**config.mk**
```make
export PLATFORM = sky130hd
export DESIGN_NAME = bomb_sched
export DESIGN_NICKNAME = d
export VERILOG_FILES = /design/src/rtl/bomb_sched_pkg.sv /design/src/rtl/bomb_sched_slot.sv /design/src/rtl/bomb_sched.sv
export SDC_FILE = /design/constraint.sdc
export NUM_CORES = 1
export LEC_CHECK = 0
export ABC_CLOCK_PERIOD_IN_PS = 3900
export CAP_MARGIN = 20
export CORE_MARGIN = 2
export CORE_UTILIZATION = 48
export DETAILED_ROUTE_END_ITERATION = 7
export GPL_ROUTABILITY_DRIVEN = 0
export PLACE_DENSITY_LB_ADDON = 0.08
export REMOVE_ABC_BUFFERS = 1
export SYNTH_ARGS = -nofsm -noshare
export SYNTH_HDL_FRONTEND = slang
export SYNTH_SLANG_ARGS = --single-unit
```
**constraint.sdc**
```tcl
create_clock -name frame_clk -period 3.9 [get_ports frame_clk]
set_clock_uncertainty 0.15 [all_clocks]
set_input_delay 0.39 -clock frame_clk [delete_from_list [all_inputs] [get_ports frame_clk]]
set_output_delay 0.39 -clock frame_clk [all_outputs]
set_load 0.03 [all_outputs]
```
**src/rtl/bomb_sched_pkg.sv**
```systemverilog
// Shared tile codes, map geometry and state encodings for the bomb scheduler.
package bomb_sched_pkg;

  localparam logic [2:0] BRICK     = 3'b010;
  localparam logic [2:0] STEEL     = 3'b001;
  localparam logic [2:0] EMPTY     = 3'b000;
  localparam logic [9:0] MAP_COLS  = 10'd20;
  localparam logic [9:0] TILE      = 10'd32;
  localparam logic [9:0] TILE_IDLE = 10'h3FF;

  typedef enum logic [2:0] {S_IDLE, S_ARMED, S_WAITMAP, S_SCAN, S_BLAST} slot_state_e;
  typedef enum logic [1:0] {G_NONE, G_P1, G_P2} gnt_e;

  // Arm order: up, down, left, right.
  function automatic logic [9:0] arm_tile(input logic [9:0] centre, input logic [1:0] arm);
    case (arm)
      2'd0:    arm_tile = centre - MAP_COLS;
      2'd1:    arm_tile = centre + MAP_COLS;
      2'd2:    arm_tile = centre - 10'd1;
      default: arm_tile = centre + 10'd1;
    endcase
  endfunction

endpackage

```
**src/rtl/bomb_sched_slot.sv**
```systemverilog
// Per-player bomb slot: drop edge detection, tile latch, fuse and blast counters.
module bomb_slot
  import bomb_sched_pkg::*;
#(
  parameter int unsigned FUSE_FRAMES  = 120,
  parameter int unsigned BLAST_FRAMES = 30
) (
  input  logic       clk_i,
  input  logic       rst_i,
  input  logic       paused_i,
  input  logic       drop_i,
  input  logic [9:0] user_x_i,
  input  logic [9:0] user_y_i,
  input  logic       grant_i,
  input  logic       scan_done_i,
  output logic       req_o,
  output logic       vis_o,
  output logic       blast_o,
  output logic [9:0] tile_o,
  output logic [9:0] bomb_x_o,
  output logic [9:0] bomb_y_o
);

  localparam int unsigned CW = 16;

  slot_state_e   state_q, state_d;
  logic [CW-1:0] cnt_q, cnt_d;
  logic          drop_prev_q;
  logic [9:0]    tile_q, tile_d, bx_q, bx_d, by_q, by_d;
  logic [9:0]    xsum, ysum, row, col;

  assign xsum = user_x_i + 10'd10;
  assign ysum = user_y_i + 10'd13;
  assign row  = {5'b0, ysum[9:5]};
  assign col  = {5'b0, xsum[9:5]};

  always_ff @(posedge clk_i or posedge rst_i) begin
    if (rst_i) begin
      state_q     <= S_IDLE;
      cnt_q       <= '0;
      drop_prev_q <= 1'b0;
      tile_q      <= '0;
      bx_q        <= '0;
      by_q        <= '0;
    end else begin
      state_q     <= state_d;
      cnt_q       <= cnt_d;
      drop_prev_q <= drop_i;
      tile_q      <= tile_d;
      bx_q        <= bx_d;
      by_q        <= by_d;
    end
  end

  always_comb begin
    state_d = state_q;
    cnt_d   = cnt_q;
    tile_d  = tile_q;
    bx_d    = bx_q;
    by_d    = by_q;
    case (state_q)
      S_IDLE: begin
        if (drop_i && !drop_prev_q && !paused_i) begin
          state_d = S_ARMED;
          cnt_d   = CW'(FUSE_FRAMES - 1);
          tile_d  = row * MAP_COLS + col;
          bx_d    = col * TILE;
          by_d    = row * TILE;
        end
      end
      S_ARMED: begin
        if (!paused_i) begin
          if (cnt_q == '0) state_d = S_WAITMAP;
          else             cnt_d   = cnt_q - 1'b1;
        end
      end
      S_WAITMAP: if (grant_i) state_d = S_SCAN;
      S_SCAN: begin
        if (scan_done_i) begin
          state_d = S_BLAST;
          cnt_d   = CW'(BLAST_FRAMES - 1);
        end
      end
      S_BLAST: begin
        if (!paused_i) begin
          if (cnt_q == '0) state_d = S_IDLE;
          else             cnt_d   = cnt_q - 1'b1;
        end
      end
      default: state_d = S_IDLE;
    endcase
  end

  // Requests are withheld while paused so a waiting slot holds in WAITMAP.
  assign req_o    = (state_q == S_WAITMAP) && !paused_i;
  assign vis_o    = (state_q == S_ARMED);
  assign blast_o  = (state_q == S_BLAST);
  assign tile_o   = tile_q;
  assign bomb_x_o = bx_q;
  assign bomb_y_o = by_q;

endmodule

```
**src/rtl/bomb_sched.sv**
```systemverilog
// Two-player bomb scheduler: round-robin map arbitration, arm scan sequencer, lethal tile outputs.
module bomb_sched #(
  parameter int unsigned FUSE_FRAMES  = 120,
  parameter int unsigned BLAST_FRAMES = 30,
  parameter logic [9:0]  TILE_IDLE    = bomb_sched_pkg::TILE_IDLE
) (
  input  logic            frame_clk,
  input  logic            Reset,
  input  logic [4:0]      allow,
  input  logic            bomb_drop1,
  input  logic            bomb_drop2,
  input  logic [9:0]      user1X,
  input  logic [9:0]      user1Y,
  input  logic [9:0]      user2X,
  input  logic [9:0]      user2Y,
  output logic [9:0]      map_rdaddr,
  input  logic [3:0]      map_rddata,
  output logic [9:0]      map_wraddr,
  output logic [3:0]      map_wrdata,
  output logic            map_wren,
  output logic [9:0]      bomb1X,
  output logic [9:0]      bomb1Y,
  output logic [9:0]      bomb2X,
  output logic [9:0]      bomb2Y,
  output logic [9:0]      bomb1XS,
  output logic [9:0]      bomb1YS,
  output logic [9:0]      bomb2XS,
  output logic [9:0]      bomb2YS,
  output logic            bomb1_vis,
  output logic            bomb2_vis,
  output logic [9:0][9:0] die_addr
);
  import bomb_sched_pkg::*;

  logic            paused;
  logic [1:0]      req, grant, done, blast;
  logic [1:0][9:0] tile;
  gnt_e            gnt_q, gnt_d, last_q, last_d;
  logic [2:0]      step_q, step_d;
  logic [1:0][3:0] leth_q, leth_d;
  logic            cur;
  logic [9:0]      arm;

  assign paused = (allow == 5'b00000) || (allow == 5'b00001) || (allow == 5'b11111);

  assign bomb1XS = TILE;
  assign bomb1YS = TILE;
  assign bomb2XS = TILE;
  assign bomb2YS = TILE;

  bomb_slot #(.FUSE_FRAMES(FUSE_FRAMES), .BLAST_FRAMES(BLAST_FRAMES)) u_slot1 (
    .clk_i(frame_clk), .rst_i(Reset), .paused_i(paused), .drop_i(bomb_drop1),
    .user_x_i(user1X), .user_y_i(user1Y), .grant_i(grant[0]), .scan_done_i(done[0]),
    .req_o(req[0]), .vis_o(bomb1_vis), .blast_o(blast[0]), .tile_o(tile[0]),
    .bomb_x_o(bomb1X), .bomb_y_o(bomb1Y)
  );

  bomb_slot #(.FUSE_FRAMES(FUSE_FRAMES), .BLAST_FRAMES(BLAST_FRAMES)) u_slot2 (
    .clk_i(frame_clk), .rst_i(Reset), .paused_i(paused), .drop_i(bomb_drop2),
    .user_x_i(user2X), .user_y_i(user2Y), .grant_i(grant[1]), .scan_done_i(done[1]),
    .req_o(req[1]), .vis_o(bomb2_vis), .blast_o(blast[1]), .tile_o(tile[1]),
    .bomb_x_o(bomb2X), .bomb_y_o(bomb2Y)
  );

  always_ff @(posedge frame_clk or posedge Reset) begin
    if (Reset) begin
      gnt_q  <= G_NONE;
      last_q <= G_P2;
      step_q <= '0;
      leth_q <= '0;
    end else begin
      gnt_q  <= gnt_d;
      last_q <= last_d;
      step_q <= step_d;
      leth_q <= leth_d;
    end
  end

  always_comb begin
    gnt_d      = gnt_q;
    last_d     = last_q;
    step_d     = step_q;
    leth_d     = leth_q;
    grant      = '0;
    done       = '0;
    map_rdaddr = '0;
    map_wraddr = '0;
    map_wrdata = '0;
    map_wren   = 1'b0;
    cur        = (gnt_q == G_P2);
    arm        = arm_tile(tile[cur], step_q[2:1]);
    // Even steps present the arm address; odd steps see its data one cycle later.
    if (gnt_q != G_NONE) begin
      map_rdaddr = arm;
      if (step_q[0]) begin
        leth_d[cur][step_q[2:1]] = (map_rddata != {1'b0, STEEL});
        if (map_rddata == {1'b0, BRICK}) begin
          map_wren   = 1'b1;
          map_wraddr = arm;
          map_wrdata = {1'b0, EMPTY};
        end
      end
      step_d = step_q + 3'd1;
      if (step_q == 3'd7) begin
        done[cur] = 1'b1;
        gnt_d     = G_NONE;
      end
    end
    // Re-arbitrate on the last scan step so a waiting slot starts back-to-back.
    if ((gnt_q == G_NONE) || (step_q == 3'd7)) begin
      if (req[0] && (!req[1] || (last_q == G_P2))) begin
        grant[0] = 1'b1;
        gnt_d    = G_P1;
        last_d   = G_P1;
        step_d   = '0;
      end else if (req[1]) begin
        grant[1] = 1'b1;
        gnt_d    = G_P2;
        last_d   = G_P2;
        step_d   = '0;
      end
    end
  end

  always_comb begin
    die_addr = {10{TILE_IDLE}};
    for (int unsigned p = 0; p < 2; p++) begin
      if (blast[p]) begin
        die_addr[5*p] = tile[p];
        for (int unsigned k = 0; k < 4; k++) begin
          if (leth_q[p][k]) die_addr[5*p + 1 + k] = arm_tile(tile[p], 2'(k));
        end
      end
    end
  end

endmodule

```
==> summary.txt <==
Logic synthesis
  – Number of synthesized flops with an enable pin: 0
  – Mapped Cells: 1098
  – Ys flop type: dfrtp_1
  – Yosys cell types: 63
  – #FFs+latches synth: 91
  – Synth Cell Area: 8320 sq um
  – Ys async rst share: 1.00
  – Synth top area share: 0.271
  – Largest area contributor in the netlist: dfrtp_1
  – Syn avg cell area: 7.58 sq um
  – Seq/Total Area, Yosys: 0.274
  – Yosys Warn Count: 0
  – Largest cells by area after synthesis: dfrtp_1 (27%), nand2_1 (9.2%), ha_1 (6.6%), buf_4 (6.1%), xnor2_1 (5.5%)

Floorplanning
  – Std cell rows: 48
  – Core Region: 17100 sq um
  – Die W: 136 um
  – Die Area: 18400 sq um
  – Starting density of the core: 0.486
  – Die extent in y: 136 um
  – Io pins: 260

Power and ir drop
  – Int Pwr: 4.12 mW
  – Power density cells: 782 nW/um^2
  – Sequential power share: 0.197
  – Tot Pwr: 8.37 mW
  – Switching pwr: 4.25 mW
  – Comb power frac: 0.704
  – Clock power share: 0.099
  – Worst vdd ir: 781 uV
  – LEAKAGE: 4.71 nW
  – Sw frac: 0.508

STA
  – Achievable frequency: 272 MHz
  – Max-slew violation count: 0
  – RSZ-0062 raised after global routing: no
  – Slew @ Worst Pin: 792 ps
  – Final setup viols: 0
  – Fin crit share: 0.942
  – Setup TNS: 0 ps
  – Final hold vios: 0
  – Slew headroom: 0.471
  – Fin crit period: 3680 ps

Critical path
  – CP Capture Type: primary output
  – R2R depth: 9
  – Worst path required time: 3360 ps
  – Cells along the critical path: nor2b_4, buf_4, nor2_1, a21o_1, inv_1, fa_1, nor2b_1, o21ai_2, a21boi_2, o41ai_2, buf_4, mux2i_1, nand3_1, and2_1, clkdlybuf4s15_1
  – CP Launch Type: flop
  – WS Path Type: flop to primary output
  – CP max stage cell: fa_1
  – FF-to-FF End: u_slot1.cnt_q[8]
  – Most common cell on crit path: buf_4
  – CP arrival: 3140 ps
  – R2R Setup Slk: 1020 ps
  – Crit path largest cell delay: 430 ps
  – Crit-path max FO: 4
  – Reg2Reg Launch Point: step_q[2]

GRT
  – Grt total ovfl: 0
  – Largest net degree at the start of global routing: 57
  – First-pass GRT wire length: 35300 um
  – Antenna violations before repair: 0
  – Number of global-route vias before repair: 7118
  – All-Layer GR Usage: 0.236

Detailed routing
  – # DRC: 0
  – Total Wirelength: 22100 um
  – Drt initial violations: 386
  – DR vias: 7916
  – Drt via density: 5.20
  – DR WL/cell: 14.5 um
  – Routed Antenna Nets: 0
  – First-pass DRT Iterations: 4

Cells and area
  – Ant diodes: 0
  – Commonest non-fill, non-tap cells in the layout: nand2_1 (203), clkdlybuf4s50_1 (179), dfrtp_1 (90)
  – Most common cell after layout, fill and taps aside: nand2_1
  – Layout Nets: 1393
  – Final core utilization: 0.626
  – Area grow syn2layout: 28.8%
  – Ratio of cells with drive above 1 in the final layout: 0.0841

Clock tree
  – Clk pin slew, worst setup/hold paths: 70 ps
  – CTS H-Tree Depth: 3
  – Hold-fix buffers at CTS: 0
  – Root Buffer: clkbuf_16
  – Worst-Skew Late Latency: 340 ps
  – Maximum clock path buffer count: 2
  – TritonCTS Buffers: 9
  – CTS tree: done
  – Clk sinks: 91

Placed design
  – I/O Buffers: 193
  – DP Wirelength: 17200 um

Outcome
  – Outcome: complete, no violations

Flow run
  – Max Cap Viol: 0

Hold path
  – Hold WC Path Type: input port to async pin
## critical path: cells and delay by family, from the launching register on
kind	cells	cell delay (ps)
AND/OR/NAND/NOR	5	630
flip-flops	1	400
AO/OA/AOI/OAI	4	480
adder cells (fa/ha/maj)	1	430
multiplexers	1	170
buffers and inverters	4	680
## registers in the layout (all words and copies together) (netlist names), 3 cells and up
name              flops
u_slot2.bomb_y_o      5
u_slot2.tile_o       10
u_slot2.bomb_x_o      3
step_q                3
leth_q                8
u_slot1.state_q       3
u_slot1.tile_o       10
u_slot2.state_q       3
u_slot1.bomb_y_o      5
u_slot1.bomb_x_o      3
u_slot1.cnt_q        16
u_slot2.cnt_q        16
## cells by family (layout without fill, tap and decap cells)
group | count (synthesis) | count (layout) | synth area share
AOI/OAI and AO/OA | 201 | 201 | 0.147
DFF | 91 | 91 | 0.274
muxes | 16 | 16 | 0.0208
and+or+nand+nor | 476 | 476 | 0.270
xor gates and xnor gates | 98 | 98 | 0.103
adders and majority gates | 49 | 49 | 0.0782
other | 2 | 64 | 0.000903
buffers and inverters | 165 | 301 | 0.107
## cell type report
cell class                      count  area [sq um]
Multi-Input combinational cell    904          5440
Clock inverter                      6          50.0
Clock buffer                       10           229
Fill cell                        1563          6400
Inverter                           44           166
Tap cell                          225           282
Timing Repair Buffer              241          2270
Sequential cell                    91          2280
## metal layers
metal / vias up / global-route usage / share of wire
met5: - / 0 / 0
met4: 0 / 0.0538 / 0.0092
met3: 18 / 0.0329 / 0.058
met2: 246 / 0.390 / 0.48
met1: 3658 / 0.329 / 0.45
li1: 3994 / - / -
## Yosys cell counts, drive strengths merged, types with 11 or more instances
cell type	n
nand3	29
and3	19
xnor2	52
dfrtp	90
nor2b	15
clkbuf	46
a21oi	59
nand2b	24
nor3	34
buf	75
nor2	82
or3	12
ha	44
xor2	46
a21o	12
inv	44
nand2	204
nor3b	11
o21ai	79
## worst max-delay path by stage
stage	startpoint	to	slack (ps)	depth (start not counted)
after floorplan	gnt_q[0]	map_rdaddr[9]	-30	9
after global placement	gnt_q[0]	map_wraddr[8]	50	13
after detailed placement	gnt_q[0]	map_wraddr[8]	-40	13
after CTS	gnt_q[0]	map_wraddr[8]	20	13
after global routing	gnt_q[0]	map_wraddr[9]	9	13
final	gnt_q[1]	map_wraddr[8]	220	15
## power groups by stage
stage          sequential [mW]  clock (mW)  combinational [mW]
6_report                  1.65       0.827                5.90
5_1_grt                   1.70       0.886                6.48
4_1_cts                   1.64       0.843                5.79
3_5_place_dp              1.66           0                5.78
3_3_place_gp              1.65           0                5.72
2_1_floorplan             1.91           0                3.56
## per-stage QoR
| stage | setup WS, ps | hold WS (ps) | cells | area (sq um) |
|---|---|---|---|---|
| 2_1_floorplan | -31.4 | 271 | 1039 | 7830 |
| 3_3_place_gp | 45.5 | 308 | 1501 | 10400 |
| 3_5_place_dp | -37.6 | 312 | 1501 | 10400 |
| 4_1_cts | 16.4 | 329 | 1517 | 10600 |
| 5_1_grt | 9.18 | 282 | 1521 | 10700 |
| 6_report | 224 | 228 | 1521 | 10700 |
## what timing repair did
item	CTS	global route
pin swaps	0	2
buffers inserted	0	3
setup endpoints to repair	3	5
resized for setup	6	14
No activity file was read; power rests on OpenSTA's default activity.
